**config.mk**
```make
export PLATFORM = sky130hd
export DESIGN_NAME = ip_header_tx
export DESIGN_NICKNAME = d
export VERILOG_FILES = /design/src/rtl/ip_header_tx.sv
export SDC_FILE = /design/constraint.sdc
export NUM_CORES = 1
export LEC_CHECK = 0
export ABC_AREA = 1
export BUFFER_PORTS_ARGS = -buffer_cell sky130_fd_sc_hd__buf_2
export CORE_MARGIN = 2
export CORE_UTILIZATION = 61
export CTS_CLUSTER_DIAMETER = 120
export DETAILED_ROUTE_END_ITERATION = 6
export PLACE_DENSITY = 0.86
export SLEW_MARGIN = 5
export SYNTH_ARGS = -nofsm -noshare
export SYNTH_HDL_FRONTEND = slang
export SYNTH_SLANG_ARGS = --single-unit
```
**constraint.sdc**
```tcl
create_clock -name aclk -period 5.9 [get_ports aclk]
set_clock_uncertainty 0.05 [all_clocks]
set_input_delay 0.885 -clock aclk [delete_from_list [all_inputs] [get_ports aclk]]
set_output_delay 0.885 -clock aclk [all_outputs]
set_load 0.1 [all_outputs]
```
**src/rtl/ip_header_tx.sv**
```systemverilog
// IPv4 header serialiser: emits a fixed 20-byte header (no options) one byte per
// clock, computing the header checksum from values latched at the start pulse.
module ip_header_tx #(
  parameter logic [7:0]  TTL     = 8'd64,
  parameter logic        DF      = 1'b1,
  parameter logic [15:0] ID_INIT = 16'h0
) (
  input  logic        aclk,
  input  logic        areset,
  input  logic        mac_header_tx_done,
  input  logic [15:0] udp_len,
  input  logic [31:0] ip_s,
  input  logic [31:0] ip_d,
  output logic [7:0]  data_out,
  output logic        ip_header_tx_done,
  output logic        busy
);

  typedef enum logic {
    WAIT_START = 1'b0,
    HDR_TX     = 1'b1
  } state_t;

  localparam logic [4:0]  LAST_BYTE  = 5'd19;
  localparam logic [15:0] VER_IHL    = 16'h4500;
  localparam logic [15:0] HDR_UDP    = 16'd28;
  localparam logic [15:0] FLAGS_FRAG = {1'b0, DF, 14'd0};
  localparam logic [15:0] TTL_PROTO  = {TTL, 8'h11};

  state_t      state, state_nxt;
  logic [4:0]  byte_cnt, byte_cnt_nxt;
  logic        start;
  logic        last;

  logic [15:0] len_q;
  logic [15:0] id_q;
  logic [15:0] id_cnt;
  logic [31:0] src_q;
  logic [31:0] dst_q;

  logic [15:0] total_len;
  logic [19:0] sum_raw;
  logic [19:0] sum_q;
  logic [16:0] fold1;
  logic [15:0] fold2;
  logic [15:0] csum_q;
  logic [15:0] hdr_word;

  function automatic logic [19:0] ext(input logic [15:0] w);
    return {4'd0, w};
  endfunction

  assign start     = (state == WAIT_START) && mac_header_tx_done;
  assign last      = (state == HDR_TX) && (byte_cnt == LAST_BYTE);
  assign total_len = len_q + HDR_UDP;

  // NOTE: sequential state uses non-blocking assignments so every register samples
  // pre-edge values regardless of process ordering.
  always_ff @(posedge aclk) begin
    if (areset) begin
      state    <= WAIT_START;
      byte_cnt <= 5'd0;
    end else begin
      state    <= state_nxt;
      byte_cnt <= byte_cnt_nxt;
    end
  end

  // NOTE: every output of this block gets a default first, so no path leaves a
  // signal unassigned and no latch is inferred.
  always_comb begin
    state_nxt         = state;
    byte_cnt_nxt      = byte_cnt;
    data_out          = 8'h00;
    ip_header_tx_done = 1'b0;
    busy              = 1'b0;
    case (state)
      WAIT_START: begin
        if (mac_header_tx_done) begin
          state_nxt    = HDR_TX;
          byte_cnt_nxt = 5'd0;
        end
      end
      HDR_TX: begin
        busy     = 1'b1;
        data_out = byte_cnt[0] ? hdr_word[7:0] : hdr_word[15:8];
        if (byte_cnt == LAST_BYTE) begin
          ip_header_tx_done = 1'b1;
          state_nxt         = WAIT_START;
          byte_cnt_nxt      = 5'd0;
        end else begin
          byte_cnt_nxt = byte_cnt + 5'd1;
        end
      end
      default: state_nxt = WAIT_START;
    endcase
  end

  // Header fields are frozen at start so later input changes cannot corrupt a frame.
  always_ff @(posedge aclk) begin
    if (areset) begin
      len_q  <= 16'd0;
      id_q   <= 16'd0;
      src_q  <= 32'd0;
      dst_q  <= 32'd0;
      id_cnt <= ID_INIT;
    end else begin
      if (start) begin
        len_q <= udp_len;
        id_q  <= id_cnt;
        src_q <= ip_s;
        dst_q <= ip_d;
      end
      if (last) begin
        id_cnt <= id_cnt + 16'd1;
      end
    end
  end

  // Checksum pipeline: raw sum during byte 0, fold/invert during byte 1; ready long
  // before byte 10 needs it.
  assign sum_raw = ext(VER_IHL) + ext(total_len) + ext(id_q) + ext(FLAGS_FRAG)
                 + ext(TTL_PROTO) + ext(src_q[31:16]) + ext(src_q[15:0])
                 + ext(dst_q[31:16]) + ext(dst_q[15:0]);

  assign fold1 = {1'b0, sum_q[15:0]} + {13'd0, sum_q[19:16]};
  assign fold2 = fold1[15:0] + {15'd0, fold1[16]};

  always_ff @(posedge aclk) begin
    if (areset) begin
      sum_q  <= 20'd0;
      csum_q <= 16'd0;
    end else if (state == HDR_TX) begin
      if (byte_cnt == 5'd0) sum_q  <= sum_raw;
      if (byte_cnt == 5'd1) csum_q <= ~fold2;
    end
  end

  always_comb begin
    hdr_word = 16'h0000;
    case (byte_cnt[4:1])
      4'd0:    hdr_word = VER_IHL;
      4'd1:    hdr_word = total_len;
      4'd2:    hdr_word = id_q;
      4'd3:    hdr_word = FLAGS_FRAG;
      4'd4:    hdr_word = TTL_PROTO;
      4'd5:    hdr_word = csum_q;
      4'd6:    hdr_word = src_q[31:16];
      4'd7:    hdr_word = src_q[15:0];
      4'd8:    hdr_word = dst_q[31:16];
      4'd9:    hdr_word = dst_q[15:0];
      default: hdr_word = 16'h0000;
    endcase
  end

endmodule

```
==> results.md <==
- Die Y: around 130 um
- # IOs: 93
- Count leader, synth: inv_1
- P&R area growth vs syn: 11.5%
- DR vias/cell: around 5.8
- Critical path's largest stage delay: about 500 ps
- GR Overflow Total: 0
- First-pass GRT wire length: 48.0 mm
- Final min period: approximately 4900 ps
- Post-synth EDFFs: 0
- Asr flop ratio synth: 0%
- Number of synthesized register bits: ~150
- Initial antenna violation count: 0
- Fillers: between 1000 and 1500
- CTS tree: built
- Comb power frac: between 40% and 50%
- PD cells: between 300 and 400 nW/um^2
- Synth top cells by count: inv_1 (248), nand2_1 (174), nor2_1 (158)
- Area share of fa/ha/maj cells after synthesis: ~18%
- PortBufs: just over 90
- Area of the core: roughly 16000 um^2
- CTS clk-pin slew, worst paths: 70 ps
- CP Launch Type: flop
- Worst slew pin tran: 908 ps
- Final period utilization: 82.2%
- Seq/Total Area, Yosys: a little under a third
- Cell mode on critical path: nand2_1
- Simple-Gate Fraction of Synth Area: approximately a fifth
- Clk Latency, worst-skew pair: roughly 440 ps
- Final setup fails: 0
- Slowest library cell on the worst path: fa_1
- NetSw: between 1500 and 2000 uW
- Wirelength per Cell: 18.1 um
- Synth Area in Compound Gates: 18.3%
- Main combinational cell family by area after synthesis: simple AND/OR/NAND/NOR gates
- Setup TNS: 0 ps
- Post-DP HPWL: between 20 and 25 mm
- Sink Count: 153
- Synth top area cells: dfxtp_1 (30%), fa_1 (13%), inv_1 (9.2%)
- Status: finished, final reports clean
- Flop pwr share: between 20% and 30%
- Hold_ws: between 400 and 500 ps
- Number of antenna repair diodes: 0
- Final Hold Fails: 0
- # rows: 46
- H-tree depth: 4
- Maxcap violations: 0
- Die footprint: between 15000 and 20000 um^2
- Switching share of power: a little over two fifths
- Synthesized instance count: roughly 1400
- GP Congestion: just over 1
- Int Power: around 2500 uW
- Post-placement cell count: roughly 1600
- Syn Nets: 1570
- Crit Path Category: flop to flop
- Area leader, netlist: dfxtp_1
- Total GRT Usage: a little over a third
- Worst VDD drop: approximately 250 uV
- Pleak: 0.00521 uW
- Worst EP arrival: about 5100 ps
- Share of cells above drive strength 1: 10.8%
- Pins Over Slew Limit: 0
- Syn avg cell area: ~7.3 um^2
- Fmax: approximately 210 MHz
- Die width: 132 um
- Critical Path RT: 6180 ps
- CTS Buf Count: 17
- First drt pass iteration count: 6
- XOR/XNOR Fraction of Synth Area: ~2.3%
- Hold Path Class: flop to flop
- Top cell type's share of synthesized area: 30.4%
- Clk root buf: clkbuf_16
- Fin cells: ~1700
- Worst-path maximum fanout: 6
- Post-route DRC violation count: 0
- Detailed Route Iter0 Violations: roughly 1100
- Clk pwr share: between 20% and 30%
- Buffer levels on the longest clock path: 2
- Cell variety after synth: 40
- Via Count: approximately 9700
- Post-synthesis mux area share: 0%
- Post-CTS Setup Bufs: 0
- Nets@finish: 1638
- Pin count of the biggest net entering global routing: 88
- Post-DRT Antenna Nets: 0
- RSZ-0062 raised after global routing: false
- Final Routed Wirelength: roughly 30 mm
- Slew HR: between 30% and 40%
- Synth Cell Area: just over 10000 um^2
- Syn. warnings: 0
- Initial Util: a little over three fifths
- Post-CTS Resized: 0
- CP endpoint kind: flop
- Main synth FF type: dfxtp_1
- Number of global-route vias before repair: around 9000
- Hold Buf Count CTS: 0
## sequential cells by signal, summed over array words and instances, names as in the netlist
| register | cells |
|---|---|
| sum_q | 19 |
| len_q | 16 |
| csum_q | 16 |
| state | 1 |
| dst_q | 32 |
| id_cnt | 16 |
| byte_cnt | 5 |
| id_q | 16 |
| src_q | 32 |
## path summary, 6_finish.rpt
kind         slack (ps)                endpoint  depth (start not counted)              startpoint
min reg2reg         440  src_q[14]$_SDFFE_PP0P_                          2  src_q[14]$_SDFFE_PP0P_
max reg2reg        1050  sum_q[16]$_SDFFE_PP0P_                         26   len_q[2]$_SDFFE_PP0P_
max                1050  sum_q[16]$_SDFFE_PP0P_                         26   len_q[2]$_SDFFE_PP0P_
min                 440  src_q[14]$_SDFFE_PP0P_                          2  src_q[14]$_SDFFE_PP0P_
## logic make-up (layout without fill, tap and decap cells)
| kind of cell | count (synthesis) | count (layout) |
|---|---|---|
| buffers and inverters | 302 | 383 |
| XOR/XNOR | 27 | 27 |
| AO/OA/AOI/OAI | 338 | 338 |
| AND/OR/NAND/NOR | 451 | 451 |
| flip-flops | 153 | 153 |
| adder cells (fa/ha/maj) | 108 | 108 |
## worst max-delay path, delay by kind of cell, from the launching register on
kind / cells / cell delay [ps]
buffers and inverters: 5 / 320
AND/OR/NAND/NOR: 12 / 1180
flip-flops: 1 / 310
AO/OA/AOI/OAI: 3 / 500
adder cells (fa/ha/maj): 6 / 2360
## metal layers
| layer | global-route usage, % | routed length, um | vias up |
|---|---|---|---|
| met4 | 18.0 | 1630 | 0 |
| met2 | 53.8 | 13200 | 528 |
| met3 | 7.82 | 2940 | 98 |
| met1 | 46.9 | 12600 | 4467 |
| li1 | - | - | 4597 |
| met5 | 0 | 0 | - |
## cells in the final DEF, fill, tap and decap left out, types with 5 or more instances in the layout
cell type | netlist | routed
o21ai_1 | 6 | 6
nand2_1 | 174 | 174
o211ai_1 | 6 | 6
xor2_1 | 20 | 20
buf_2 | 6 | 92
ha_1 | 45 | 45
dfxtp_1 | 153 | 153
clkbuf_16 | 0 | 17
a31oi_1 | 5 | 5
nor2_2 | 6 | 7
nand3_1 | 64 | 64
o22ai_1 | 14 | 14
nor2_1 | 158 | 157
inv_2 | 6 | 6
a221oi_1 | 14 | 14
nor3_1 | 9 | 9
o21ai_0 | 145 | 145
xnor2_1 | 7 | 7
fa_1 | 63 | 63
a21oi_1 | 130 | 130
buf_4 | 0 | 5
nor4_1 | 6 | 6
nand4_1 | 16 | 16
inv_1 | 248 | 247
## final cells by class
type                    instances  area [um^2]  share of cell area (%)
clock inverters                11          111                   0.992
flip-flops and latches        153         3060                    27.3
clock buffers                  21          460                    4.10
well taps                     216          270                    2.41
repair buffers                 97          498                    4.44
multi-input cells             924         5870                    52.3
inverters                     254          956                    8.51
## metrics by stage
step / instance area, um^2 / worst slack [ps] / power [uW] / utilization (%)
6_report: 11200 / 1050 / 4320 / 70.2
5_1_grt: 11200 / 753 / 4590 / 70.2
4_1_cts: 11200 / 1100 / 4280 / 70.2
3_5_place_dp: 10700 / 1170 / 3190 / 66.6
3_3_place_gp: 10700 / 1330 / 3170 / 66.6
2_1_floorplan: 10100 / 1570 / 2630 / -
## power by group through the flow
stage          registers, uW  clock network [uW]  logic, uW
3_5_place_dp            1220                   0       1970
5_1_grt                 1210                1130       2250
3_3_place_gp            1220                   0       1950
6_report                1210                1080       2040
2_1_floorplan           1200                   0       1440
4_1_cts                 1200                1080       2000
No activity file was read; power rests on OpenSTA's default activity.
